File: src/rtl/spi_burst_ctrl.sv
// spi_burst_ctrl: TX/RX FIFO burst sequencer in front of a single-byte SPI master.
// Optional WAIT_DONE watchdog is built when SPI_BURST_TIMEOUT_EN is defined.
module spi_burst_ctrl #(
  parameter int FIFO_DEPTH     = 8,
  parameter int TIMEOUT_CYCLES = 4096
) (
  input  logic                        clk,
  input  logic                        rst,
  input  logic [7:0]                  tx_data,
  input  logic                        tx_valid,
  output logic                        tx_ready,
  output logic [7:0]                  rx_data,
  output logic                        rx_valid,
  input  logic                        rx_ready,
  input  logic                        go,
  input  logic [7:0]                  burst_len,
  output logic                        busy,
  output logic                        burst_done,
  output logic [$clog2(FIFO_DEPTH):0] tx_level,
  output logic [$clog2(FIFO_DEPTH):0] rx_level,
  output logic [7:0]                  spi_din,
  output logic                        spi_start,
  input  logic                        spi_ready,
  input  logic                        spi_done_tick,
  input  logic [7:0]                  spi_dout,
  output logic                        timeout_err
);
  localparam int AW = $clog2(FIFO_DEPTH);

  typedef enum logic [1:0] {
    S_IDLE   = 2'd0,
    S_ISSUE  = 2'd1,
    S_WAIT   = 2'd2,
    S_FINISH = 2'd3
  } state_e;

  state_e      state_q, state_d;
  logic [7:0]  remaining_q, remaining_d;
  logic [7:0]  tx_mem_q [FIFO_DEPTH];
  logic [7:0]  rx_mem_q [FIFO_DEPTH];
  logic [AW:0] tx_wr_q, tx_rd_q, rx_wr_q, rx_rd_q;
  logic        tx_full_s, tx_empty_s, rx_full_s, rx_empty_s;
  logic        tx_push_s, tx_pop_s, rx_push_s, rx_pop_s, flush_s, timeout_hit_s;
  logic        busy_q, burst_done_q, spi_start_q;
  logic [7:0]  spi_din_q;

  assign tx_full_s  = (tx_wr_q[AW] != tx_rd_q[AW]) && (tx_wr_q[AW-1:0] == tx_rd_q[AW-1:0]);
  assign tx_empty_s = (tx_wr_q == tx_rd_q);
  assign rx_full_s  = (rx_wr_q[AW] != rx_rd_q[AW]) && (rx_wr_q[AW-1:0] == rx_rd_q[AW-1:0]);
  assign rx_empty_s = (rx_wr_q == rx_rd_q);
  assign tx_push_s  = tx_valid && !tx_full_s;
  assign rx_pop_s   = !rx_empty_s && rx_ready;

  assign tx_ready   = !tx_full_s;
  assign tx_level   = tx_wr_q - tx_rd_q;
  assign rx_level   = rx_wr_q - rx_rd_q;
  assign rx_valid   = !rx_empty_s;
  assign rx_data    = rx_empty_s ? 8'h00 : rx_mem_q[rx_rd_q[AW-1:0]];
  assign busy       = busy_q;
  assign burst_done = burst_done_q;
  assign spi_start  = spi_start_q;
  assign spi_din    = spi_din_q;

  // Burst sequencing: issue only when a byte, the master and an RX slot are all available.
  always_comb begin
    state_d     = state_q;
    remaining_d = remaining_q;
    tx_pop_s    = 1'b0;
    rx_push_s   = 1'b0;
    flush_s     = 1'b0;
    case (state_q)
      S_IDLE: begin
        if (go) begin
          if (burst_len != 8'd0) begin
            remaining_d = burst_len;
            state_d     = S_ISSUE;
          end else begin
            state_d = S_FINISH;
          end
        end else begin
          state_d = S_IDLE;
        end
      end
      S_ISSUE: begin
        if (spi_ready && !tx_empty_s && !rx_full_s) begin
          tx_pop_s = 1'b1;
          state_d  = S_WAIT;
        end else begin
          state_d = S_ISSUE;
        end
      end
      S_WAIT: begin
        if (spi_done_tick) begin
          rx_push_s   = 1'b1;
          remaining_d = remaining_q - 8'd1;
          state_d     = (remaining_q == 8'd1) ? S_FINISH : S_ISSUE;
        end else if (timeout_hit_s) begin
          flush_s = 1'b1;
          state_d = S_FINISH;
        end else begin
          state_d = S_WAIT;
        end
      end
      S_FINISH: state_d = S_IDLE;
      default:  state_d = S_IDLE;
    endcase
  end

  // Control state and registered master/host handshake outputs.
  always_ff @(posedge clk or negedge rst) begin
    if (!rst) begin
      state_q      <= S_IDLE;
      remaining_q  <= 8'd0;
      busy_q       <= 1'b0;
      burst_done_q <= 1'b0;
      spi_start_q  <= 1'b0;
      spi_din_q    <= 8'h00;
    end else begin
      state_q      <= state_d;
      remaining_q  <= remaining_d;
      busy_q       <= (state_d == S_ISSUE) || (state_d == S_WAIT);
      burst_done_q <= (state_d == S_FINISH);
      spi_start_q  <= tx_pop_s;
      if (tx_pop_s) begin
        spi_din_q <= tx_mem_q[tx_rd_q[AW-1:0]];
      end
    end
  end

  // FIFO pointers; a flush also discards a byte pushed in the same cycle.
  always_ff @(posedge clk or negedge rst) begin
    if (!rst) begin
      tx_wr_q <= '0;
      tx_rd_q <= '0;
      rx_wr_q <= '0;
      rx_rd_q <= '0;
    end else begin
      if (tx_push_s) tx_wr_q <= tx_wr_q + (AW+1)'(1);
      if (flush_s) tx_rd_q <= tx_push_s ? tx_wr_q + (AW+1)'(1) : tx_wr_q;
      else if (tx_pop_s) tx_rd_q <= tx_rd_q + (AW+1)'(1);
      if (rx_push_s) rx_wr_q <= rx_wr_q + (AW+1)'(1);
      if (rx_pop_s) rx_rd_q <= rx_rd_q + (AW+1)'(1);
    end
  end

  // FIFO storage needs no reset; reads are qualified by the pointer state.
  always_ff @(posedge clk) begin
    if (tx_push_s) tx_mem_q[tx_wr_q[AW-1:0]] <= tx_data;
    if (rx_push_s) rx_mem_q[rx_wr_q[AW-1:0]] <= spi_dout;
  end

`ifdef SPI_BURST_TIMEOUT_EN
  localparam int TW = $clog2(TIMEOUT_CYCLES) + 1;
  logic [TW-1:0] tmo_cnt_q;
  logic          timeout_err_q;

  assign timeout_hit_s = (tmo_cnt_q == TW'(TIMEOUT_CYCLES - 1));
  assign timeout_err   = timeout_err_q;

  // Watchdog counts idle cycles in WAIT_DONE; the error flag is sticky until reset.
  always_ff @(posedge clk or negedge rst) begin
    if (!rst) begin
      tmo_cnt_q     <= '0;
      timeout_err_q <= 1'b0;
    end else begin
      if ((state_q == S_WAIT) && !spi_done_tick) begin
        tmo_cnt_q <= tmo_cnt_q + TW'(1);
        if (timeout_hit_s) timeout_err_q <= 1'b1;
      end else begin
        tmo_cnt_q <= '0;
      end
    end
  end
`else
  assign timeout_hit_s = 1'b0;
  assign timeout_err   = 1'b0;
`endif

endmodule

File: config.mk
export PLATFORM = sky130hd
export DESIGN_NAME = spi_burst_ctrl
export DESIGN_NICKNAME = d
export VERILOG_FILES = /design/src/rtl/spi_burst_ctrl.sv
export SDC_FILE = /design/constraint.sdc
export NUM_CORES = 1
export LEC_CHECK = 0
export ABC_AREA = 1
export BUFFER_PORTS_ARGS = -buffer_cell sky130_fd_sc_hd__buf_2
export CORE_MARGIN = 2
export CORE_UTILIZATION = 40
export DETAILED_ROUTE_END_ITERATION = 8
export SLEW_MARGIN = 25
export SYNTH_ARGS = -nofsm -noshare
export SYNTH_HDL_FRONTEND = slang
export SYNTH_SLANG_ARGS = --single-unit
File: constraint.sdc
create_clock -name clk -period 6.4 [get_ports clk]
set_input_delay 1.92 -clock clk [delete_from_list [all_inputs] [get_ports clk]]
set_output_delay 1.92 -clock clk [all_outputs]
set_load 0.05 [all_outputs]
==> flow_summary_export.csv <==
group,metric,value,unit
timing,final.setup.tns,0,ns
cells_and_area,finalNonFillerCells,1039,
setup_path,crit_type,"reg2out",
routing,drtIter0Drc,296,
power_and_ir_drop,combPwrFrac,45.2,%
logic_synthesis,synth_top_family_by_area,"simple AND/OR/NAND/NOR gates",
logic_synthesis,synth_cell_type_count,33,
grt,track_usage,16.6,%
cts,cts_max_path_buffers,2,
floorplan,ios,61,
min_path,min_path_type,"reg2reg",
grt,grt.overflow.total,0,
floorplan,die_x,140,um
cts,cts_buffers,17,
timing,fin_crit_sh,80.5,%
placed_design,place_inst,1007,
logic_synthesis,synth_nets,789,
cells_and_area,drive_above_1_share,14.4,%
routing,wire_per_inst,15.2,um
power_and_ir_drop,internal_power,2.36,mW
timing,max-slew-margin-rel,32.5,%
cts,cts_tree,"yes",
cts,clock_latency,0.42,ns
logic_synthesis,yosysSeqAreaShare,64.3,%
cells_and_area,diodes,0,
timing,hold_viol,0,
routing,num_vias,5076,
run_status,status,"complete, but fails checks",
setup_path,crit_required,4.48,ns
flow_run,cap_viol_max_count,0,
logic_synthesis,synthSimpleGateAreaFrac,21.6,%
cts,hold_buffers,0,
power_and_ir_drop,switchingPower,2.11,mW
routing,drc_errors,1,
grt,antenna_found_initial,0,
timing,max_freq,0.194,GHz
floorplan,core_area,0.0181,mm^2
cts,cts_root_buffer,"clkbuf_16",
routing,vias_per_cell,4.89,
setup_path,cp-start-kind,"register",
power_and_ir_drop,power_density,531,mW/mm^2
routing,firstDrtPassIters,9,
power_and_ir_drop,p_leak,3.63,nW
setup_path,critPathMaxFanout,27,
logic_synthesis,syn_area,0.00742,mm^2
placed_design,routabilityCongestion,0.755,
cts,postCtsSetupRepairBufs,0,
cells_and_area,area_growth,13.5,%
power_and_ir_drop,pwr-share-clk,21.6,%
logic_synthesis,synthCells,743,
timing,tightestPinTransition,1.01,ns
min_path,hold_start,"spi_din[5]",
timing,fin_worst_skew,0.00875,ns
placed_design,dp_hpwl,9890,um
cells_and_area,nets,843,
timing,rsz0062_at_grt,"no",
power_and_ir_drop,p_sw_share,47.1,%
logic_synthesis,synth_xor_area_share,1.18,%
cts,clk_pin_slew,0.06,ns
timing,setup_violations,0,
min_path,hold_path_depth,2,
logic_synthesis,yosys.area_share.adder,2.73,%
grt,grt_pass1_vias,4760,
placed_design,io_buffer_count,59,
run_status,violations,"DRC",
setup_path,cp-end-kind,"output port",
floorplan,rows,49,
power_and_ir_drop,ir_drop,0.511,mV
cts,cts_resized,0,
logic_synthesis,synth_compound_area_share,5.15,%
logic_synthesis,syn_area_per_cell,9.98,um^2
timing,fin_crit,5.15,ns
floorplan,start_util,41.0,%
grt,grt_max_degree,38,
min_path,hold_end,"spi_din[5]",
logic_synthesis,yosysWarningCount,0,
timing,drv_slew,0,
floorplan,die_area,0.0196,mm^2
floorplan,dieHeight,140,um
setup_path,r2r-start,"tx_rd_q[2]",
grt,grt_pass1_wl,25000,um
logic_synthesis,ys_ff_latch,165,
routing,ant_nets,0,
setup_path,rr_worst_depth,9,
power_and_ir_drop,power_frac_seq,33.1,%
logic_synthesis,muxShareOfSynthArea,0,%
setup_path,r2r-end,"tx_mem_q[6][5]",
setup_path,arrival,3.23,ns
cts,htree_levels,4,
routing,wl,15800,um
cts,cts_num_sinks,165,
setup_path,rrSetupSlack,3.12,ns
[layout by cell type (no fill, tap or decap), types with 5 or more instances in the layout]
| cell | count |
|---|---|
| buf_2 | 58 |
| clkbuf_16 | 17 |
| dfrtp_1 | 37 |
| edfxtp_1 | 128 |
| ha_1 | 13 |
| inv_1 | 44 |
| inv_2 | 9 |
| inv_6 | 8 |
| nand2_1 | 272 |
| nand3_1 | 25 |
| nor2_1 | 88 |
| o211ai_1 | 8 |
| o21ai_0 | 43 |
| o21ai_1 | 5 |
| o22ai_1 | 8 |
| xor2_1 | 8 |
[layer usage]
metal  GRT usage, %  up-vias  wire (um)
met5              0        -          0
met4           5.42        0        153
met2           25.8      112       7140
met1           23.3     2406       7840
li1               -     2545          -
met3           3.69       13        662
[worst max-delay path, stage by stage (launching register included)]
cell and delay [ns]:
dfrtp_1 0.87, clkinv_1 0.56, ha_1 0.44, nand2_1 0.07, nor2_2 0.15, nand3_2 0.30
nand2_1 0.17, nor2_1 0.05, buf_2 0.20
[flip-flops by register name, indices dropped and copies added, names as in the netlist]
signal and flops:
tx_mem_q 64, tx_wr_q 4, rx_rd_q 4, rx_mem_q 64, spi_din 8, rx_wr_q 4, burst_done 1, tx_rd_q 4
spi_start 1, busy 1, remaining_q 8, state_q 2
[power by group through the flow]
stage                     logic (mW)  clock network, mW  registers, mW
after CTS                       2.04              0.984           1.48
after global routing            2.25               1.02           1.51
after floorplan                 1.54                  0           1.54
after detailed placement        2.04                  0           1.51
after global placement          2.03                  0           1.50
final                           2.02              0.967           1.48
[how the worst max path moves through the flow]
| stage | startpoint | end | slack [ns] | cells past startpoint |
|---|---|---|---|---|
| after floorplan | rx_rd_q[2] | rx_data[0] | 2.12 | 9 |
| after global placement | rx_rd_q[1] | rx_data[0] | 1.78 | 8 |
| after detailed placement | rx_rd_q[1] | rx_data[6] | 1.65 | 8 |
| after CTS | rx_rd_q[1] | rx_data[6] | 1.20 | 8 |
| after global routing | rx_rd_q[1] | rx_data[0] | 1.02 | 8 |
| final | rx_rd_q[1] | rx_data[6] | 1.25 | 8 |
[cell usage after synthesis, drive strengths merged]
cell type	number	share of area, %
a211oi	2	0.20
a21o	1	0.10
a21oi	1	0.12
buf	25	2.1
clkbuf	2	0.12
clkinv	2	0.10
conb	1	0.051
dfrtp	37	12
edfxtp	128	52
fa	2	0.54
ha	13	2.2
inv	53	2.7
nand2	276	14
nand3	28	2.1
nand4	4	0.42
nor2	92	4.8
o211ai	8	0.81
o21ai	48	3.2
o22ai	8	0.67
or2	2	0.17
xnor2	2	0.24
xor2	8	0.94
[metrics by stage]
| stage | setup slack [ns] | hold slack (ns) | utilization (%) | instance area, um^2 | total power [mW] |
|---|---|---|---|---|---|
| 2_1_floorplan | 2.12 | 0.449 | - | 7420 | 3.09 |
| 3_3_place_gp | 1.78 | 0.464 | 43.5 | 7860 | 3.53 |
| 3_5_place_dp | 1.65 | 0.466 | 43.5 | 7860 | 3.54 |
| 4_1_cts | 1.20 | 0.484 | 46.5 | 8420 | 4.51 |
| 5_1_grt | 1.02 | 0.515 | 46.6 | 8420 | 4.78 |
| 6_report | 1.25 | 0.476 | 46.6 | 8420 | 4.47 |
[area by class of cell]
cell class,count,area [um^2]
clock buffer,17,425
clock inverter,15,133
fill,1667,9660
inverter,55,206
multi-input combinational,496,2280
sequential,165,4770
tap,229,287
timing repair buffer,62,320
[kinds of logic after synthesis]
kind of cell | count (synthesis)
buffers and inverters | 82
DFF | 165
other | 1
AOI/OAI and AO/OA | 68
and+or+nand+nor | 402
adders and majority gates | 15
xor gates and xnor gates | 10
(Power assumes the default switching activity.)
